### config.mk
export PLATFORM = sky130hd
export DESIGN_NAME = ds_sample_fifo_feeder
export DESIGN_NICKNAME = d
export VERILOG_FILES = /design/src/rtl/ds_sample_fifo_feeder.sv
export SDC_FILE = /design/constraint.sdc
export NUM_CORES = 1
export LEC_CHECK = 0
export CAP_MARGIN = 0
export CORE_MARGIN = 2
export CORE_UTILIZATION = 53
export CTS_CLUSTER_SIZE = 14
export DETAILED_ROUTE_END_ITERATION = 12
export GPL_TIMING_DRIVEN = 0
export PLACE_DENSITY = 0.8
export SYNTH_ARGS = -nofsm -noshare
export SYNTH_HDL_FRONTEND = slang
export SYNTH_SLANG_ARGS = --single-unit
### constraint.sdc
create_clock -name clk -period 3.7 [get_ports clk]
set_input_delay 0.74 -clock clk [delete_from_list [all_inputs] [get_ports clk]]
set_output_delay 0.74 -clock clk [all_outputs]
set_load 0.005 [all_outputs]
### src/rtl/ds_sample_fifo_feeder.sv
// Host-to-modulator sample feeder: captures 16-bit words from the byte-wide
// data_part handshake, buffers them, and releases one word per divider+1 pulses.
module ds_sample_fifo_feeder #(
    parameter int DEPTH       = 8,
    parameter int DIV_BITS    = 8,
    parameter int SYNC_STAGES = 2
) (
    input  logic                     clk,
    input  logic                     rst_n,
    input  logic [7:0]               data_in,
    input  logic                     data_part_in,
    input  logic                     sel,
    input  logic                     pulse_done,
    input  logic [DIV_BITS-1:0]      divider,
    input  logic                     flush,
    input  logic                     clear_flags,
    output logic [15:0]              sample_out,
    output logic                     sample_update,
    output logic [$clog2(DEPTH):0]   level,
    output logic                     full,
    output logic                     empty,
    output logic                     overflow,
    output logic                     underflow
);

    localparam int AW = $clog2(DEPTH);

    // Host strobe synchronizer and edge detection
    logic [SYNC_STAGES-1:0] sync_q;
    logic                   part_last_q;
    logic                   part_sync;
    logic                   part_fall;
    logic                   part_rise;

    logic [7:0]             data_low_q,  data_low_d;
    logic                   push_pend_q, push_pend_d;
    logic [15:0]            push_word_q, push_word_d;

    logic [AW:0]            wptr_q, wptr_d;
    logic [AW:0]            rptr_q, rptr_d;
    logic [DIV_BITS-1:0]    cnt_q,  cnt_d;
    logic [15:0]            sample_out_q, sample_out_d;
    logic                   sample_update_q, sample_update_d;
    logic                   overflow_q, overflow_d;
    logic                   underflow_q, underflow_d;

    logic [15:0]            mem [DEPTH];

    logic                   empty_w;
    logic                   full_w;
    logic                   pulse_zero;
    logic                   pop_fire;
    logic                   push_fire;
    logic                   ovf_set;
    logic                   unf_set;

    assign part_sync = sync_q[SYNC_STAGES-1];
    assign part_fall = !part_sync &&  part_last_q;
    assign part_rise =  part_sync && !part_last_q;

    // Flops reset high so a strobe already high at reset release is not an edge
    always_ff @(posedge clk or negedge rst_n) begin
        if (!rst_n) begin
            sync_q      <= '1;
            part_last_q <= 1'b1;
        end else begin
            sync_q      <= {sync_q[SYNC_STAGES-2:0], data_part_in};
            part_last_q <= part_sync;
        end
    end

    assign empty_w    = (wptr_q == rptr_q);
    assign full_w     = (wptr_q == {~rptr_q[AW], rptr_q[AW-1:0]});
    assign pulse_zero = pulse_done && (cnt_q == '0);

    // Flush overrides every same-cycle push, pop and flag event
    assign pop_fire   = pulse_zero && !empty_w && !flush;
    assign push_fire  = push_pend_q && !flush && (!full_w || pop_fire);
    assign ovf_set    = push_pend_q && !flush && full_w && !pop_fire;
    assign unf_set    = pulse_zero && empty_w && !flush;

    always_comb begin
        data_low_d      = data_low_q;
        push_pend_d     = 1'b0;
        push_word_d     = push_word_q;
        wptr_d          = wptr_q;
        rptr_d          = rptr_q;
        cnt_d           = cnt_q;
        sample_out_d    = sample_out_q;
        sample_update_d = 1'b0;
        overflow_d      = (overflow_q  && !clear_flags) || ovf_set;
        underflow_d     = (underflow_q && !clear_flags) || unf_set;

        if (part_fall) begin
            data_low_d = data_in;
        end
        if (part_rise && sel) begin
            push_pend_d = 1'b1;
            push_word_d = {data_in, data_low_q};
        end

        if (flush) begin
            wptr_d = '0;
            rptr_d = '0;
            cnt_d  = divider;
        end else begin
            if (push_fire) begin
                wptr_d = wptr_q + 1'b1;
            end
            if (pop_fire) begin
                rptr_d          = rptr_q + 1'b1;
                sample_out_d    = mem[rptr_q[AW-1:0]];
                sample_update_d = 1'b1;
            end
            if (pulse_zero) begin
                cnt_d = divider;
            end else if (pulse_done) begin
                cnt_d = cnt_q - DIV_BITS'(1);
            end
        end
    end

    always_ff @(posedge clk or negedge rst_n) begin
        if (!rst_n) begin
            data_low_q      <= '0;
            push_pend_q     <= 1'b0;
            push_word_q     <= '0;
            wptr_q          <= '0;
            rptr_q          <= '0;
            cnt_q           <= '0;
            sample_out_q    <= 16'h8000;
            sample_update_q <= 1'b0;
            overflow_q      <= 1'b0;
            underflow_q     <= 1'b0;
        end else begin
            data_low_q      <= data_low_d;
            push_pend_q     <= push_pend_d;
            push_word_q     <= push_word_d;
            wptr_q          <= wptr_d;
            rptr_q          <= rptr_d;
            cnt_q           <= cnt_d;
            sample_out_q    <= sample_out_d;
            sample_update_q <= sample_update_d;
            overflow_q      <= overflow_d;
            underflow_q     <= underflow_d;
        end
    end

    // Storage carries no reset; a write into the slot being popped reads the old word
    always_ff @(posedge clk) begin
        if (push_fire) begin
            mem[wptr_q[AW-1:0]] <= push_word_q;
        end
    end

    assign sample_out    = sample_out_q;
    assign sample_update = sample_update_q;
    assign level         = wptr_q - rptr_q;
    assign full          = full_w;
    assign empty         = empty_w;
    assign overflow      = overflow_q;
    assign underflow     = underflow_q;

endmodule

Word level (Yosys, flattened, before mapping)

Memory sizes are Yosys's and may differ from the RTL's. A register that Yosys moved wholly into a read port is not among the register bits.
Cells that the tools add are included.

Add/sub/neg operators: 4
Multiply operators: 0
Divide/modulo/power cells: 0
Magnitude comparators: 0
Eq/ne operators: 2
Shifts and indexed selects: 0
Multiplexer cells: 12
Bitwise logic cells: 2
Reductions and logical operators: 30

Operators with widths:

| operator                                                            | number |
|---|---|
| 8-bit two-way mux                                                   | 3 |
| 4-bit two-way mux                                                   | 4 |
| 1-bit logical AND                                                   | 14 |
| 4-bit by 1-bit adder with 4-bit output (second input constant)      | 2 |
| 4-bit equality test                                                 | 2 |
| 1-bit logical NOT                                                   | 8 |
| 8-bit logical NOT                                                   | 1 |
| 8-bit by 1-bit subtractor with 8-bit output (second input constant) | 1 |
| 1-bit two-way mux                                                   | 5 |
| 2-bit nonzero test                                                  | 2 |
| 4-bit subtractor                                                    | 1 |
| 1-bit logical OR                                                    | 3 |
| 3-bit nonzero test                                                  | 1 |
| 1-bit NOT                                                           | 2 |
| 2-bit AND reduction                                                 | 1 |

Bits in registers: 47
Latch bits: 0
RAM bits: 128
Bits in read-only memories: 0
Bits of input ports: 23
Output and inout port bits: 25
Word-level logic and storage cells: 62
Memories: 1

Memory list:

| memory | words | width | rd ports | clocked after Yosys merged registers in | wr ports | line | RTL |
|---|---|---|---|---|---|---|---|
| mem    | 8     | 16    | 1        | 1                                       | 1        | 47   | `logic [15:0] mem [DEPTH];` |

Depth between registers and ports, before layout

Depth after elaboration: 8
Depth in mapped cells: 9
Gate-level depth less buffers: 6

Least setup slack after synthesis

OpenSTA, ideal clock, no wires.

Path kind: register -> register
From: reg rptr_q[1]
To: mem mem[1][0], enable pin
Library setup time: 0.430 ns
Data arrival time: 3.483 ns
Required time: 3.270 ns
Slack: -0.213 ns
Stages on the path, launching flop included: 9
Buffers on the path: 2
Period minus slack after synthesis: 3.913 ns
Cells stage by stage: dfrtp_1 clkbuf_1 clkinv_1 clkbuf_1 ha_1 nand3_1 nand2b_1 o21ai_2 nor4_1

Longest elaborated chain between the ends: 8
Elaborated cells on any way between the ends: 10
Classes of those cells: 2 x eq/ne; 2 x mux; 6 x reduce/logical

Ends and longest elaborated chain:

| element                                     | line | RTL |
|---|---|---|
| start, declared                             | 40   | `logic [AW:0] rptr_q, rptr_d;` |
| start signal, assigned                      | 140  | `rptr_q <= rptr_d;` |
| 4-bit equality test                         | 72   | `assign empty_w = (wptr_q == rptr_q);` |
| 1-bit logical NOT                           | 77   | `assign pop_fire = pulse_zero && !empty_w && !flush;` |
| 1-bit logical AND (2 in series)             | 77   |  |
| 1-bit logical OR (*)                        | 78   | `assign push_fire = push_pend_q && !flush && (!full_w \|\| pop_fire);` |
| 1-bit logical AND (*)                       | 78   |  |
| 1-bit two-way mux (*)                       | 151  | `if (push_fire) begin` |
| 1-bit two-way mux (not written as such) (*) | 152  | `mem[wptr_q[AW-1:0]] <= push_word_q;` |
| end, declared                               | 47   |  |

Mark *: on every way between the ends. The rest lies on a longest branch, timed or not.

Worst setup path in the final report

From: reg rptr_q[2]
To: out full

Longest elaborated chain between the ends: 1

Ends and longest elaborated chain:

| element             | line | RTL |
|---|---|---|
| 4-bit equality test | 73   | `assign full_w = (wptr_q == {~rptr_q[AW], rptr_q[AW-1:0]});` |
| end, declared       | 20   | `output logic full,` |

Every way passes these cells.

==> results.txt <==
Among all flip-flop cells after synthesis, the most frequent one is edfxtp_1. In this run the static leakage power is 3.41 nW. After routing the design area is 9230 sq um. The type of the setup path with the least slack is reg -> out. In the final routed layout, each cell accounts on average for 21.3 um. Antenna cell count: 0. From bottom edge to top edge, the die measures 125 um. Placer's final routability congestion estimate: 0.829.

After detailed routing, the number of remaining DRC violations is 0. The number of synthesized flops with an enable pin came out at 128. The run finished with clean final reports. For the first-pass GRT wire length, the log shows 26.1 mm. TritonCTS built the clock tree. The combinational fraction of design power is 0.041.

The tool flagged a number of max-cap violations equal to 0. Number of antenna violations at the first check in global routing: 0. For the total number of placement rows, the log shows 44. Before CTS, the worst setup slack after placement is -0.438 ns. The average footprint of a synthesized cell came out at 15.7 sq um. The tools report the endpoint class of the critical path as a primary output. The net count of the finished layout is 603. For the worst setup path, the data required time is 2.96 ns. Setup repair after global routing left no endpoint under its margin. The global-route total usage across every layer is 0.222, and the final worst setup slack is 0.220 ns. For the worst-skew pair, the clock arrives at the later sink with an insertion delay of 0.44 ns.

The detailed-router iteration count before antenna repair is 5. The clock transition at the registers of the reported paths came out at 0.07 ns. The run gives 0.696 as the share of the yosys chip area belonging to registers. Summed over all nets, the half-perimeter wirelength after detailed placement is 10.7 mm.

Counting distinct cell types in the post-synthesis netlist gives 52. The post-CTS setup buffer count was 0; the post-layout utilization of the core was 0.640. The maximum buffer depth of the clock tree is 2, and the maximum fanout along the worst path is 10. The portion of total power attributed to the clock network was 0.390; the starting density of the core was 0.540.

The logs give 4 for the depth of the CTS H-tree and 64 for the pin count of the biggest net entering global routing. Clock tree synthesis inserted a total of 17 buffers. The layout cell share with drive strength beyond 1 works out to 0.224. The sequential cell fraction of total power is 0.569.

Top-level I/O count: 48. The logs give 14400 sq um for the area of the core and 527 for the total nets after synthesis. The post-route clock period utilization is 0.941.

The internal power summed over all cells is 3.39 mW. The max-slew violation count is 0. Areal power density over the cells: 480 nW/um^2.

The run gives 2.74 ns as the data arrival time at the worst-slack endpoint. The switching power share of the total was 0.234. After layout, the minimum clock period comes to 3.48 ns. The number of global-route vias before repair is 4655, and the highest achievable clock rate is 287 MHz.

For this run the aggregate overflow at the end of global routing stands at 0. The run gives 15700 sq um as the area enclosed by the die boundary. The worst hold path belongs to the class reg -> reg. The logs give 0 for the hold-fix buffer count after cts and 191 for the clock net sink count.

The tools report the switching power of the nets as 1.04 mW. The fraction of registers with async set/reset came out at 0.330. Counting every instance in the synthesized netlist gives 496.

The number of vias after detailed routing was 4550; the setup skew after layout was 0.0116 ns. The logs give 0 for the final setup violation count and 16.4 mm for the wire length reported by the detailed router. Final hold analysis gives a worst-case slack of 0.362 ns.

For this block, the initial DRC count from the detailed router was 557. The tools report the area of the mapped netlist as 7790 sq um. The via-per-instance ratio works out to 5.92.

The tools report the hold violation total from the final report as 0. From synthesis to final layout, the design area changed by 18.4%. The remaining number of nets flagged by the antenna check after routing was 0; the count of synthesis-stage warnings from yosys was 0. The overall die width was 125 um. During placement, the flow inserted port buffers numbering 47. After detailed placement, the total cell area comes to 8650 sq um. The worst setup path is launched from a flop.

The maximum vdd ir drop was 0.355 mV. The worst-case headroom to the max-slew limit was 0.292; the pin slew with the least headroom to its limit was 1.06 ns. After synthesis the netlist holds a flip-flop and latch count of 191. The tools report the root buffer selected by CTS as clkbuf_16.
## synth_stat cells (6+ instances only)
master    count  area [sq um]
edfxtp_1    128          3840
nand2_1     105           394
dfrtp_1      59          1480
mux4_2       32           721
mux2_2       16           180
clkbuf_1     15          56.3
inv_1        12          45.0
nor2_1       12          45.0
a21oi_1      11          55.1
mux2_4        9           135
o21ai_0       9          45.0
ha_1          7          87.6
nand2b_1      7          43.8
nor4_1        6          37.5
## cell type report
class                           instances  area [sq um]
Clock buffer                           18           439
Multi-Input combinational cell        271          2270
Timing Repair Buffer                   59           588
Inverter                               15          58.8
Sequential cell                       191          5430
Buffer                                 17          91.3
Clock inverter                         14           125
Fill cell                             983          5200
Tap cell                              184           230
## cell usage in the layout (no fill, tap or decap), types with 3 or more instances in the layout
cell	n
clkbuf_1	11
nand2b_1	7
mux4_2	32
dfstp_2	4
buf_2	3
or4_1	3
inv_6	3
o21ai_0	9
nand2_1	105
mux2_4	9
a21oi_1	11
ha_1	7
nand3_1	4
mux2_2	16
clkinv_4	3
clkdlybuf4s50_1	46
inv_1	12
clkbuf_16	17
inv_8	3
xnor2_1	4
buf_8	4
nor3_2	3
o22a_1	4
nor4_2	4
dfrtp_1	58
clkinv_1	4
edfxtp_1	128
a31oi_1	5
nor2_1	10
buf_4	9
## worst paths after layout
check / to / slack, ns / depth (start not counted) / startpoint
min in group asynchronous: push_word_q[4] / 0.41 / 1 / rst_n
max in group asynchronous: rptr_q[2] / 2.70 / 1 / rst_n
hold reg to reg: sync_q[1] / 0.36 / 0 / sync_q[0]
hold / removal: sync_q[1] / 0.36 / 0 / sync_q[0]
setup / recovery: full / 0.22 / 7 / rptr_q[2]
setup reg to reg: mem[4][12] / 0.34 / 9 / rptr_q[2]
## repair_timing
item / 4_1_cts / 5_1_grt
resized for setup: 7 / 4
gates cloned: 0 / 0
endpoints found under the setup margin: 108 / 17
## metal layers
layer  track usage  vias to the layer above  routed length [um]  part of all wire
met4        0.0758                        0                 308             0.019
met1         0.304                     2321                6870              0.42
met2         0.358                      196                8180              0.50
met5             0                        -                   0                 0
li1              -                     2007                   -                 -
met3        0.0492                       26                1030             0.063
## through the flow
stage	setup TNS, ns	std cells	power, mW
floorplan	-12.76	496	2.62
global route	0	769	4.58
finish	0	769	4.43
global placement	-233.85	727	2.71
CTS	0	770	4.45
detailed placement	-20.37	739	2.74
## critical path, cell delays in order, from the launching register on
cell and delay, ns:
dfrtp_2 0.48, clkbuf_4 0.29, inv_1 0.09, ha_1 0.35
nand3_1 0.22, nand2b_1 0.28, inv_1 0.09, clkdlybuf4s50_1 0.49
## logic make-up after synthesis
group | Yosys count | share of synthesized area
flops | 191 | 0.696
fa+ha+maj | 8 | 0.0138
compound gates | 42 | 0.0352
buf+inv | 34 | 0.0190
simple gates | 158 | 0.0957
mux | 58 | 0.134
xor+xnor | 5 | 0.00562
## power groups by stage
stage               registers (mW)  logic (mW)  clock network [mW]
floorplan                     2.52       0.103                   0
global placement              2.55       0.166                   0
detailed placement            2.56       0.177                   0
CTS                           2.52       0.182                1.75
global route                  2.53       0.202                1.85
finish                        2.52       0.181                1.73
## flip-flops by register name, summed over array words and instances, names as in the netlist, 2 cells and up
| name | flops |
|---|---|
| rptr_q | 4 |
| wptr_q | 4 |
| data_low_q | 8 |
| mem | 128 |
| sync_q | 2 |
| cnt_q | 8 |
| push_word_q | 16 |
| sample_out | 16 |
(Power assumes the default switching activity.)
